`src/rtl/seq_detect_ctrl.sv`:
```
// Serial pattern-detect sequencer: shifts a latched word out MSB-first and
// runs an overlapping Mealy match of a latched pattern, counting hits.
//
// Ports:
//   clk        rising-edge clock
//   rst        asynchronous, active-low reset
//   start      request to scan data_in (sampled in IDLE only)
//   data_in    DATA_W-bit word, latched on start acceptance
//   pattern    PAT_W-bit pattern, MSB is the oldest bit
//   busy       high in SHIFT and DONE
//   ser_valid  high while a stream bit is presented
//   ser_bit    current stream bit (MSB of the shift register)
//   match      high in the cycle whose ser_bit completes a match
//   done       one-cycle pulse after the last bit
//   match_cnt  saturating match count for the current/last word
//
// Build option: define SEQ_DETECT_SPAN_EN to keep match history across
// starts so a pattern can straddle consecutive words.
module seq_detect_ctrl #(
  parameter int DATA_W = 16,
  parameter int PAT_W  = 4,
  parameter int CNT_W  = 8
) (
  input  logic              clk,
  input  logic              rst,
  input  logic              start,
  input  logic [DATA_W-1:0] data_in,
  input  logic [PAT_W-1:0]  pattern,
  output logic              busy,
  output logic              ser_valid,
  output logic              ser_bit,
  output logic              match,
  output logic              done,
  output logic [CNT_W-1:0]  match_cnt
);

  localparam int BC_W = $clog2(DATA_W + 1);
  localparam int HV_W = $clog2(PAT_W);

  localparam logic [BC_W-1:0] LAST =
    BC_W'(DATA_W - 1);
  localparam logic [HV_W-1:0] HV_FULL =
    HV_W'(PAT_W - 1);

  typedef enum logic [1:0] {
    S_IDLE  = 2'd0,
    S_SHIFT = 2'd1,
    S_DONE  = 2'd2
  } state_t;

  state_t            state;
  logic [DATA_W-1:0] sreg;
  logic [PAT_W-1:0]  pat;
  logic [PAT_W-2:0]  hist;
  logic [HV_W-1:0]   hvalid;
  logic [BC_W-1:0]   bcnt;
  logic [PAT_W-1:0]  window;

  assign ser_bit = sreg[DATA_W-1];

  // Newest PAT_W bits of the stream, oldest at the MSB.
  assign window = {hist, ser_bit};

  assign match = ser_valid
              && (hvalid == HV_FULL)
              && (window == pat);

  always_ff @(posedge clk or negedge rst) begin
    if (!rst) begin
      state     <= S_IDLE;
      sreg      <= '0;
      pat       <= '0;
      hist      <= '0;
      hvalid    <= '0;
      bcnt      <= '0;
      match_cnt <= '0;
      busy      <= 1'b0;
      ser_valid <= 1'b0;
      done      <= 1'b0;
    end else begin
      case (state)
        S_IDLE: begin
          if (start) begin
            sreg      <= data_in;
            pat       <= pattern;
            match_cnt <= '0;
            bcnt      <= '0;
`ifdef SEQ_DETECT_SPAN_EN
            // History carries over so matches
            // may straddle word boundaries.
            hist      <= hist;
            hvalid    <= hvalid;
`else
            hist      <= '0;
            hvalid    <= '0;
`endif
            state     <= S_SHIFT;
            busy      <= 1'b1;
            ser_valid <= 1'b1;
          end
        end

        S_SHIFT: begin
          sreg <= sreg << 1;
          hist <= window[PAT_W-2:0];
          bcnt <= bcnt + 1'b1;
          if (hvalid != HV_FULL)
            hvalid <= hvalid + 1'b1;
          if (match && (match_cnt != '1))
            match_cnt <= match_cnt + 1'b1;
          if (bcnt == LAST) begin
            state     <= S_DONE;
            ser_valid <= 1'b0;
            done      <= 1'b1;
          end
        end

        S_DONE: begin
          state <= S_IDLE;
          busy  <= 1'b0;
          done  <= 1'b0;
        end

        default: begin
          state     <= S_IDLE;
          busy      <= 1'b0;
          ser_valid <= 1'b0;
          done      <= 1'b0;
        end
      endcase
    end
  end

endmodule

```
`config.mk`:
```
export PLATFORM = sky130hd
export DESIGN_NAME = seq_detect_ctrl
export DESIGN_NICKNAME = d
export VERILOG_FILES = /design/src/rtl/seq_detect_ctrl.sv
export SDC_FILE = /design/constraint.sdc
export NUM_CORES = 1
export LEC_CHECK = 0
export BUFFER_PORTS_ARGS = -buffer_cell sky130_fd_sc_hd__buf_2
export CAP_MARGIN = 20
export CORE_UTILIZATION = 30
export DETAILED_ROUTE_END_ITERATION = 7
export GPL_TIMING_DRIVEN = 0
export PLACE_DENSITY = 0.56
export RECOVER_POWER = 50
export SLEW_MARGIN = 20
export SYNTH_ARGS = -nofsm -noshare
export SYNTH_HDL_FRONTEND = slang
export SYNTH_SLANG_ARGS = --single-unit
```
`constraint.sdc`:
```
create_clock -name clk -period 4.49 [get_ports clk]
set_input_delay 0.898 -clock clk [delete_from_list [all_inputs] [get_ports clk]]
set_output_delay 0.898 -clock clk [all_outputs]
set_load 0.05 [all_outputs]
```
# Word level (Yosys, flattened, before mapping)
# Index checks and enable logic that the tools add are counted.
# totals
output_inout_bits	13
latch_bits	0
mem_bits_rw	0
mem_bits_ro	0
inputBits	23
memories	0
reg_bits	43
# classes
n_shift	0
eq_ne	11
reduce_logical	13
n_addsub	3
n_div	0
multipliers	0
n_lt_le_gt_ge	0
bitwise_logic	3
muxes	21
# op_table
cell	count
16-bit case mux with 2 select lines	1
16-bit 2-to-1 mux	1
8-bit 2-to-1 mux	2
8-bit case mux with 2 select lines	1
2-bit != test, second input constant	5
5-bit case mux with 2 select lines	1
2-bit AND reduction	5
3-bit AND reduction	3
8-bit by 1-bit adder with 8-bit output, second input constant	1
2-bit 2-to-1 mux	4
8-bit != test, second input constant	1
2-bit case mux with 2 select lines	2
3-bit case mux with 2 select lines	1
5-bit by 1-bit adder with 5-bit output, second input constant	1
5-bit by 4-bit == test with 1-bit output, second input constant	1
5-bit 2-to-1 mux	1
2-bit == test, second input constant	2
4-bit == test	1
1-bit case mux with 2 select lines	2
1-bit logical AND	3
1-bit 2-to-1 mux	3
3-bit 2-to-1 mux	1
1-bit inverter	3
1-bit case mux with 3 select lines	1
other kinds (4)	4

# Longest topological paths before layout
# Gate-level depths: netlist (run 1).
# logic_depth
depth_word	6
mapped_depth	7
mapped_depth_nobuf	6

# Worst setup path before layout (run 1)
# OpenSTA, ideal clock, no wires.
# synth_path
kind	flip-flop to output port
from	register sreg[15]
to	output port match
required_ps	3592
arrival_ps	1579
path_stages_with_launch	4
path_slack_ps	2013
path_cell_list	dfrtp_1 xor2_1 nor3_4 and2_1
# synth_between
elab_chain_len	2
# synth_lines
item	line	text
start, declared	52	logic [DATA_W-1:0] sreg;
start signal, assigned	84	sreg <= data_in;
start signal, assigned	104	sreg <= sreg << 1;
4-bit == test	66	&& (window == pat);
1-bit logical AND	66	
end, declared	32	output logic match,
# Every way passes these cells.

# Final worst setup path (run 1)
# layout_path
from	register hvalid[0]
to	output port match
# layout_between
elab_chain_len	3
# layout_lines
item	line	text
start, declared	55	logic [HV_W-1:0] hvalid;
start signal, assigned	108	hvalid <= hvalid + 1'b1;
2-bit == test	65	&& (hvalid == HV_FULL)
1-bit logical AND	65	
1-bit logical AND	66	
# Every way passes these cells.

==> key figures, run 1 <==
Clocking
  • CTS Buf Count: 5
  • H-tree depth: 2
  • Clock Path Buffers: 2
  • Post-CTS setup buffer count: 0
  • Post_cts resized: 0
  • Clk pin slew, worst setup/hold paths: roughly 0.090 ns
  • Clk_lat worst skew: approximately 0.3 ns
  • Hold_buf cts: 0
  • Clock sink total: 43
  • Root Buffer Master: clkbuf_8
  • CTS tree: done

Floorplan
  • Chip width: 87.31 um
  • Core ar.: between 6000 and 7000 um^2
  • Initial Utilization: 31.61%
  • Die Y: 87.31 um
  • # IOs: 36
  • Row count: 30
  • Die area: 7623 um^2

Final layout
  • Layout cell share with drive strength beyond 1: 17.88%
  • Diodes inserted: 0
  • # nets final: 300
  • Design area: roughly 2600 um^2
  • Area Overhead vs Synth: 16.91%
  • Final core utilization: a little under two fifths

Route
  • Initial DRC Count: 92
  • Via/cell ratio: between 5 and 6
  • Routed length per instance: 13.99 um
  • Post-Route WL: roughly 5200 um
  • First-pass DRT Iterations: 4
  • ANT nets after route: 0
  • Vias: around 1,900
  • DRC errors left: 0

Yosys
  • Syn_area_per_cell: 9.411 um^2
  • Distinct cell type count after synthesis: 34
  • Synth Flop Type: dfrtp_1
  • Asr flop ratio synth: 100.0%
  • Syn_nets: 259
  • Seq cells post-synth: 43
  • EDFF count, synth: 0
  • Post-synthesis sequential area ratio: between 40% and 50%
  • Syn Std Cell Area: between 2000 and 2500 um^2
  • Cell count after synthesis: between 200 and 250
  • Synth Warn #: 0

Critical path
  • CP required: around 3.6 ns
  • Worst EP arrival: between 1.5 and 2 ns
  • CP max stage cell: dfrtp_1
  • WP buf/inv: 1
  • CP max stage delay: roughly 0.40 ns
  • Crit-path cells: ha_1 > nand2_1 > nor3_4 > and2_1 > buf_2
  • CP Launch Type: flip-flop
  • Max Fanout on Critical Path: 7
  • Crit-path leading delay family: simple AND/OR/NAND/NOR gates
  • Crit Path Class: flip-flop to output pin
  • Crit. End Element: output pin

STA
  • Post-Route Setup TNS: 0 ns
  • RSZ-0062 raised after global routing: no
  • Final Worst Setup Slack: about 1.8 ns
  • FMAX: 370.2 MHz
  • Tightest Pin Transition: ~2.3 ns
  • Headroom to the max-slew limit: -51.53%
  • Final Hold Fails: 0
  • Worst hold slack: between 0.4 and 0.5 ns
  • Crit share post-route: between 60% and 70%
  • Fin. max-slew vios: 44
  • Final Setup Violations: 0
  • Clk_skew: between 0.008 and 0.009 ns
  • Minimum clock period: between 2 and 3 ns

Job
  • Number of max-cap violations: 1

Placed design
  • PortBufs: 34
  • DP HPWL: 3588 um
  • Placed Area: 2474 um^2
  • Pre-CTS WS: about 2.1 ns
  • Final GP Congestion: between 0.7 and 0.8

GRT
  • Vias in the first global route: around 1,700
  • First-pass GRT wire length: ~8500 um
  • Overflow after GRT: 0
  • Largest net degree at the start of global routing: 44
  • Initial antenna violation count: 0
  • Tot GR Track Use: 14.53%

Pwr
  • LEAKAGE: around 1.2 nW
  • Max VDD drop: ~230 uV
  • Pwr per Cell Area: 672.3 nW/um^2

Hold path
  • HP Class: flip-flop to flip-flop

Run status
  • Violated checks: capacitance limit, slew limit
  • Outcome: complete, but fails checks
[synthesized netlist by cell type (4+ instances only)]
| cell | n | area [um^2] |
|---|---|---|
| ha_1 | 4 | 50.05 |
| nor2_1 | 6 | 22.52 |
| buf_2 | 4 | 20.02 |
| nor2b_1 | 18 | 112.6 |
| nand2_1 | 33 | 123.9 |
| a22oi_1 | 16 | 120.1 |
| nand3_1 | 6 | 30.03 |
| o21ai_1 | 4 | 20.02 |
| o21ai_0 | 28 | 140.1 |
| clkbuf_1 | 8 | 30.03 |
| dfrtp_1 | 43 | 1076 |
| and3_1 | 7 | 43.79 |
| a21oi_1 | 18 | 90.09 |
| a22o_1 | 4 | 35.03 |
[final cells by class]
cell class / count / area, um^2
Fill cell: 746 / 4354
Sequential cell: 43 / 1076
Multi-Input combinational cell: 172 / 1027
Timing Repair Buffer: 34 / 168.9
Tap cell: 96 / 120.1
Clock buffer: 5 / 68.82
Buffer: 14 / 65.06
Clock inverter: 3 / 15.01
Inverter: 3 / 11.26
[worst reg2reg max path, cell delays in order, from the launching register on]
cell and delay [ns]:
dfrtp_1 0.40, ha_1 0.25, nand2_1 0.11, nor3_4 0.29, and3_1 0.22, buf_6 0.12
mux2i_1 0.18, o21ai_1 0.07
[registers in the layout, summed over array words and instances (netlist names)]
register	cells
bcnt	5
busy	1
done	1
hist	3
hvalid	2
match_cnt	8
pat	4
ser_valid	1
sreg	16
state	2
[through the flow]
stage / power (mW) / cells
after floorplan: 1.265 / 232
after global placement: 1.471 / 362
after detailed placement: 1.486 / 362
after CTS: 1.729 / 370
after global routing: 1.849 / 370
final: 1.716 / 370
[logic make-up after synthesis]
| kind of cell | synth area share, % |
|---|---|
| and+or+nand+nor | 19.43 |
| AOI/OAI and AO/OA | 22.75 |
| muxes | 1.375 |
| xor gates and xnor gates | 1.204 |
| DFF | 49.28 |
| adders and majority gates | 2.292 |
| buffers and inverters | 3.668 |
[where the power goes]
part	leakage, nW	switching [mW]	internal [mW]
Sequential	0.555	0.149	0.548
Clock	0.0477	0.135	0.107
Combinational	0.584	0.514	0.263
[layer usage]
layer | up-vias | GRT usage (%) | routed length (um)
li1 | 916 | - | -
met1 | 905 | 21.07 | 2652
met2 | 42 | 21.66 | 2242
met3 | 7 | 3.412 | 234
met4 | 0 | 3.726 | 48
met5 | - | 0 | 0
[final timing paths]
kind	from	to	slack, ns	cells past startpoint
min in group asynchronous	rst	match_cnt[5]$_DFFE_PN0P_	1.26	1
max in group asynchronous	rst	state[0]$_DFFE_PN0P_	1.92	1
max reg2reg	hvalid[0]$_DFFE_PN0P_	match_cnt[0]$_DFFE_PN0P_	2.73	7
max	hvalid[0]$_DFFE_PN0P_	match	1.79	5
min reg2reg	busy$_DFFE_PN0P_	busy$_DFFE_PN0P_	0.48	1
min	busy$_DFFE_PN0P_	busy$_DFFE_PN0P_	0.48	1
[cell usage in the layout (no fill, tap or decap), drive strengths merged, types with 2 or more instances in the layout]
cell type  Yosys  layout
a21o           2       2
a21oi         18      18
a22o           4       4
a22oi         16      16
a41oi          3       3
and2           2       2
and3           7       7
buf            6      38
clkbuf         8      15
clkinv         0       3
dfrtp         43      43
ha             4       4
inv            3       3
mux2i          3       3
nand2         33      33
nand3          6       6
nand4          3       3
nor2           6       6
nor2b         18      18
nor3           3       3
o21ai         33      33
xor2           3       3
(Power assumes the default switching activity.)
==> inputs of run 2 (changes only) <==
--- a/config.mk
+++ b/config.mk
@@ -10,7 +10,7 @@
 export CORE_UTILIZATION = 30
 export DETAILED_ROUTE_END_ITERATION = 7
 export GPL_TIMING_DRIVEN = 0
-export PLACE_DENSITY = 0.56
+export PLACE_DENSITY = 0.58
 export RECOVER_POWER = 50
 export SLEW_MARGIN = 20
 export SYNTH_ARGS = -nofsm -noshare
==> constraint.sdc (replaced) <==
create_clock -name clk -period 2.4 [get_ports clk]
set_input_delay 0.48 -clock clk [delete_from_list [all_inputs] [get_ports clk]]
set_output_delay 0.48 -clock clk [all_outputs]
set_load 0.05 [all_outputs]
==> run 2 against run 1 <==
Effect of this change: the flow now finishes without violations; wire length is 1.9% higher; combinational power is 88% higher; critical path depth stayed put.
==> key figures, run 2 (same netlist as run 1, synthesis figures left out) <==
Run status
  • Outcome: complete, no violations

Clocking
  • Clk_lat worst skew: around 0.29 ns
  • Post_cts resized: 0
  • Clock Path Buffers: 2
  • Root Buffer Master: clkbuf_8
  • Post-CTS setup buffer count: 0
  • CTS Buf Count: 5
  • H-tree depth: 2
  • Hold_buf cts: 0
  • Clk pin slew, worst setup/hold paths: roughly 0.080 ns
  • Clock sink total: 43
  • CTS tree: done

Floorplan
  • Chip width: 87.31 um
  • Core ar.: a little under 7000 um^2
  • Row count: 30
  • Initial Utilization: 31.61%
  • Die area: ~7600 um^2
  • # IOs: 36
  • Die Y: 87.31 um

GRT
  • Tot GR Track Use: ~15%
  • Overflow after GRT: 0
  • Largest net degree at the start of global routing: 44
  • Vias in the first global route: between 1,500 and 2,000
  • Initial antenna violation count: 0
  • First-pass GRT wire length: roughly 8900 um

Final layout
  • Seq. cell area: 1076 um^2
  • Non-filler instance count after layout: 370
  • Final core utilization: a little under two fifths
  • Design area: ~2500 um^2
  • Layout cell share with drive strength beyond 1: 16.42%
  • Area Overhead vs Synth: 16.79%
  • Diodes inserted: 0
  • # nets final: 300
  • Top reg by flops: sreg
  • Most frequent cells in the layout: 43 x dfrtp_1, 33 x nand2_1, 33 x buf_2
  • Fill cell count: between 700 and 800
  • Max reg flops: 16
  • Largest registers: sreg (16), match_cnt (8), bcnt (5)
  • Multi-input gate area: between 1000 and 1500 um^2
  • Commonest non-fill, non-tap cell in the layout: dfrtp_1

Critical path
  • Crit-path leading delay family: simple AND/OR/NAND/NOR gates
  • CP max stage delay: roughly 0.40 ns
  • Max Fanout on Critical Path: 7
  • CP required: 1.92 ns
  • CP max stage cell: dfrtp_1
  • Crit Path Class: flip-flop to output pin
  • CP Launch Type: flip-flop
  • Crit. End Element: output pin
  • Crit-path cells: ha_1 > nand2_1 > nor3_4 > and2_1 > buf_2
  • Worst EP arrival: ~1.8 ns
  • WP buf/inv: 1
  • R2R setup slack: 0.58 ns

STA
  • Fin. max-slew vios: 0
  • Crit share post-route: a little over nine tenths
  • Post-Route Setup TNS: 0 ns
  • FMAX: approximately 430 MHz
  • Clk_skew: a little under 0.01 ns
  • Final Setup Violations: 0
  • Minimum clock period: between 2 and 2.5 ns
  • RSZ-0062 raised after global routing: no
  • Tightest Pin Transition: roughly 1.1 ns
  • Final Worst Setup Slack: 0.1004 ns
  • Worst hold slack: between 0.3 and 0.4 ns
  • Headroom to the max-slew limit: approximately a quarter
  • Final Hold Fails: 0

Route
  • DRC errors left: 0
  • Vias: approximately 1,900
  • Via/cell ratio: between 5 and 6
  • ANT nets after route: 0
  • First-pass DRT Iterations: 4
  • Post-Route WL: around 5300 um
  • Initial DRC Count: between 100 and 150
  • Routed length per instance: between 10 and 15 um

Placed design
  • PortBufs: 34
  • Pre-CTS WS: approximately 0.44 ns
  • Final GP Congestion: slightly below 0.8
  • DP HPWL: 3697 um
  • Placed Area: ~2500 um^2
  • Placed Cells: between 300 and 400

Hold path
  • HP Class: input port to async pin

Pwr
  • Max VDD drop: ~450 uV
  • Sw Share: between 40% and 50%
  • Combinational power share: between 40% and 50%
  • Pint: 1.717 mW
  • LEAKAGE: 1.175 nW
  • Total Power: between 3 and 4 mW
  • Sequential power share: 40.7%
  • Pwr per Cell Area: approximately 1300 nW/um^2
  • Net switching power: around 1.5 mW
  • Clock power share: between 10% and 20%

Job
  • Number of max-cap violations: 0
## run 2: area by class of cell
class,count,area share [%]
sequential,43,42.20
clock buffer,7,2.993
multi-input combinational,172,40.28
inverter,3,0.4416
buffer,14,2.601
tap,96,4.710
clock inverter,1,0.1963
timing repair buffer,34,6.575
## run 2: power groups by stage
stage	sequential [mW]	combinational, mW	clock, mW
after detailed placement	1.32	1.48	0
final	1.30	1.46	0.441
after floorplan	1.54	0.823	0
after global placement	1.31	1.44	0
after CTS	1.30	1.48	0.458
after global routing	1.35	1.63	0.488
## run 2: metal layers
layer | global-route usage, % | vias up | share of wire (%)
met4 | 3.279 | 0 | 0.19
met5 | 0 | - | 0
met1 | 21.05 | 901 | 48
met3 | 2.938 | 2 | 4.7
met2 | 23.58 | 51 | 47
li1 | - | 915 | -
## run 2: worst paths after layout
kind	depth (start not counted)	end	start
max	5	match	hvalid[0]$_DFFE_PN0P_
min	1	match_cnt[0]$_DFFE_PN0P_	rst
max reg2reg	6	bcnt[0]$_DFFE_PN0P_	state[1]$_DFFE_PN0P_
min reg2reg	1	busy$_DFFE_PN0P_	busy$_DFFE_PN0P_
max in group asynchronous	1	sreg[1]$_DFFE_PN0P_	rst
min in group clk	3	pat[3]$_DFFE_PN0P_	pattern[3]
==> inputs of run 3 (changes only) <==
--- a/config.mk
+++ b/config.mk
@@ -10,6 +10,8 @@
 export CORE_UTILIZATION = 30
 export DETAILED_ROUTE_END_ITERATION = 7
 export GPL_TIMING_DRIVEN = 0
+export HOLD_SLACK_MARGIN = 0.1
+export MAX_ROUTING_LAYER = met4
 export PLACE_DENSITY = 0.58
 export RECOVER_POWER = 50
 export SLEW_MARGIN = 20
==> run 3 against run 2 <==
Effect of this change: first-iteration DRC count decreased by 5.9%; utilization rose by 0.16 points; count of clock-buffer cells in the layout unchanged; global-route usage grew 0.48 points; combinational power about the same; register-to-register slack about the same; hold slack improved by 0.0062 ns; via count fell by 0.43%; non-clock buffer count rose by 1.
==> key figures, run 3 (same netlist as run 1, synthesis figures left out) <==
Run status
  • Outcome: complete, no violations

Route
  • DRC errors left: 0
  • Vias: between 1,500 and 2,000
  • Post-Route WL: between 5000 and 6000 um
  • Routed length per instance: between 10 and 15 um
  • Initial DRC Count: 96
  • First-pass DRT Iterations: 4
  • ANT nets after route: 0
  • Via/cell ratio: 5.016

Final layout
  • Diodes inserted: 0
  • Top reg by flops: sreg
  • Design area: between 2000 and 3000 um^2
  • Max reg flops: 16
  • Most frequent cells in the layout: 43 x dfrtp_1, 33 x nand2_1, 33 x buf_2
  • Area Overhead vs Synth: 17.31%
  • Layout cell share with drive strength beyond 1: about 16%
  • # nets final: 301
  • Largest registers: sreg (16), match_cnt (8), bcnt (5)
  • Commonest non-fill, non-tap cell in the layout: dfrtp_1

Clocking
  • Root Buffer Master: clkbuf_8
  • Clk_lat worst skew: between 0.2 and 0.3 ns
  • CTS Buf Count: 5
  • Post_cts resized: 0
  • H-tree depth: 2
  • Clk pin slew, worst setup/hold paths: 0.08 ns
  • Post-CTS setup buffer count: 0
  • Clock sink total: 43
  • Clock Path Buffers: 2
  • CTS tree: done
  • Hold_buf cts: 0

STA
  • Fin. max-slew vios: 0
  • Final Setup Violations: 0
  • Clk_skew: about 0.011 ns
  • Tightest Pin Transition: around 1.3 ns
  • RSZ-0062 raised after global routing: no
  • Crit share post-route: 96.38%
  • Post-Route Setup TNS: 0 ns
  • Minimum clock period: approximately 2.3 ns
  • Final Hold Fails: 0
  • FMAX: 432.3 MHz
  • Headroom to the max-slew limit: 16.27%

Job
  • Number of max-cap violations: 0

Critical path
  • CP required: between 1.5 and 2 ns
  • Crit Path Class: flip-flop to output pin
  • CP Launch Type: flip-flop
  • Crit. End Element: output pin
  • Worst EP arrival: ~1.8 ns
  • Max Fanout on Critical Path: 7

GRT
  • Tot GR Track Use: 15.39%
  • First-pass GRT wire length: ~9000 um
  • Initial antenna violation count: 0
  • Largest net degree at the start of global routing: between 40 and 50
  • Vias in the first global route: about 1,800
  • Overflow after GRT: 0

Pwr
  • LEAKAGE: between 1 and 1.5 nW
  • Max VDD drop: around 450 uV
  • Pwr per Cell Area: between 1000 and 1500 nW/um^2

Placed design
  • PortBufs: 34
  • Placed Area: around 2500 um^2
  • DP HPWL: 3697 um
  • Final GP Congestion: ~0.80

Floorplan
  • Chip width: a little under 90 um
  • Die Y: 87.31 um
  • # IOs: 36
  • Core ar.: a little under 7000 um^2
  • Die area: 7623 um^2
  • Row count: 30
  • Initial Utilization: 31.61%

Hold path
  • HP Class: input port to flip-flop
## run 3: area by class of cell
| class | count | area [um^2] |
|---|---|---|
| clock buffer | 7 | 76.32 |
| buffer | 14 | 66.31 |
| fill | 754 | 4345 |
| timing repair buffer | 35 | 178.9 |
| inverter | 3 | 11.26 |
| clock inverter | 1 | 5.005 |
| sequential | 43 | 1076 |
| tap | 96 | 120.1 |
| multi-input combinational | 172 | 1027 |
## run 3: layer usage
layer  wire, um  vias to the layer above  track usage [%]
met4         10                        0            3.279
met5          0                        -                -
met1       2605                      902            21.34
met2       2483                       40            23.37
met3        188                        2            2.938
li1           -                      917                -
## run 3: power breakdown
part / internal, mW / switching (mW)
Clock: 0.204 / 0.234
Combinational: 0.489 / 0.968
Sequential: 1.02 / 0.281
## run 3: critical path, stage by stage, from the launching register on
cell,delay (ns)
dfrtp_1,0.40
ha_1,0.25
nand2_1,0.13
nor3_4,0.30
and2_1,0.20
buf_2,0.26
## run 3: per-stage QoR
| step | util (%) | total power, mW | cells | setup slack [ns] | hold slack, ns |
|---|---|---|---|---|---|
| finish | 37.08 | 3.202 | 371 | 0.08694 | 0.3849 |
| global route | 37.08 | 3.464 | 371 | 0.01607 | 0.3720 |
| CTS | 36.99 | 3.243 | 370 | 0.09332 | 0.3770 |
| detailed placement | 35.82 | 2.792 | 362 | 0.4362 | 0.4647 |
| global placement | 35.82 | 2.747 | 362 | 0.4408 | 0.4600 |
| floorplan | - | 2.367 | 232 | 0.3408 | 0.1844 |
## run 3: final timing paths
kind / from / end / slack [ns] / depth (start not counted)
worst max-delay path: hvalid[0]$_DFFE_PN0P_ / match / 0.09 / 5
worst min-delay path: pattern[3] / pat[3]$_DFFE_PN0P_ / 0.38 / 3
worst max register to register: state[1]$_DFFE_PN0P_ / bcnt[0]$_DFFE_PN0P_ / 0.59 / 6
worst min register to register: busy$_DFFE_PN0P_ / busy$_DFFE_PN0P_ / 0.48 / 1
max in group asynchronous: rst / sreg[2]$_DFFE_PN0P_ / 0.42 / 2
min in group asynchronous: rst / match_cnt[2]$_DFFE_PN0P_ / 0.43 / 1
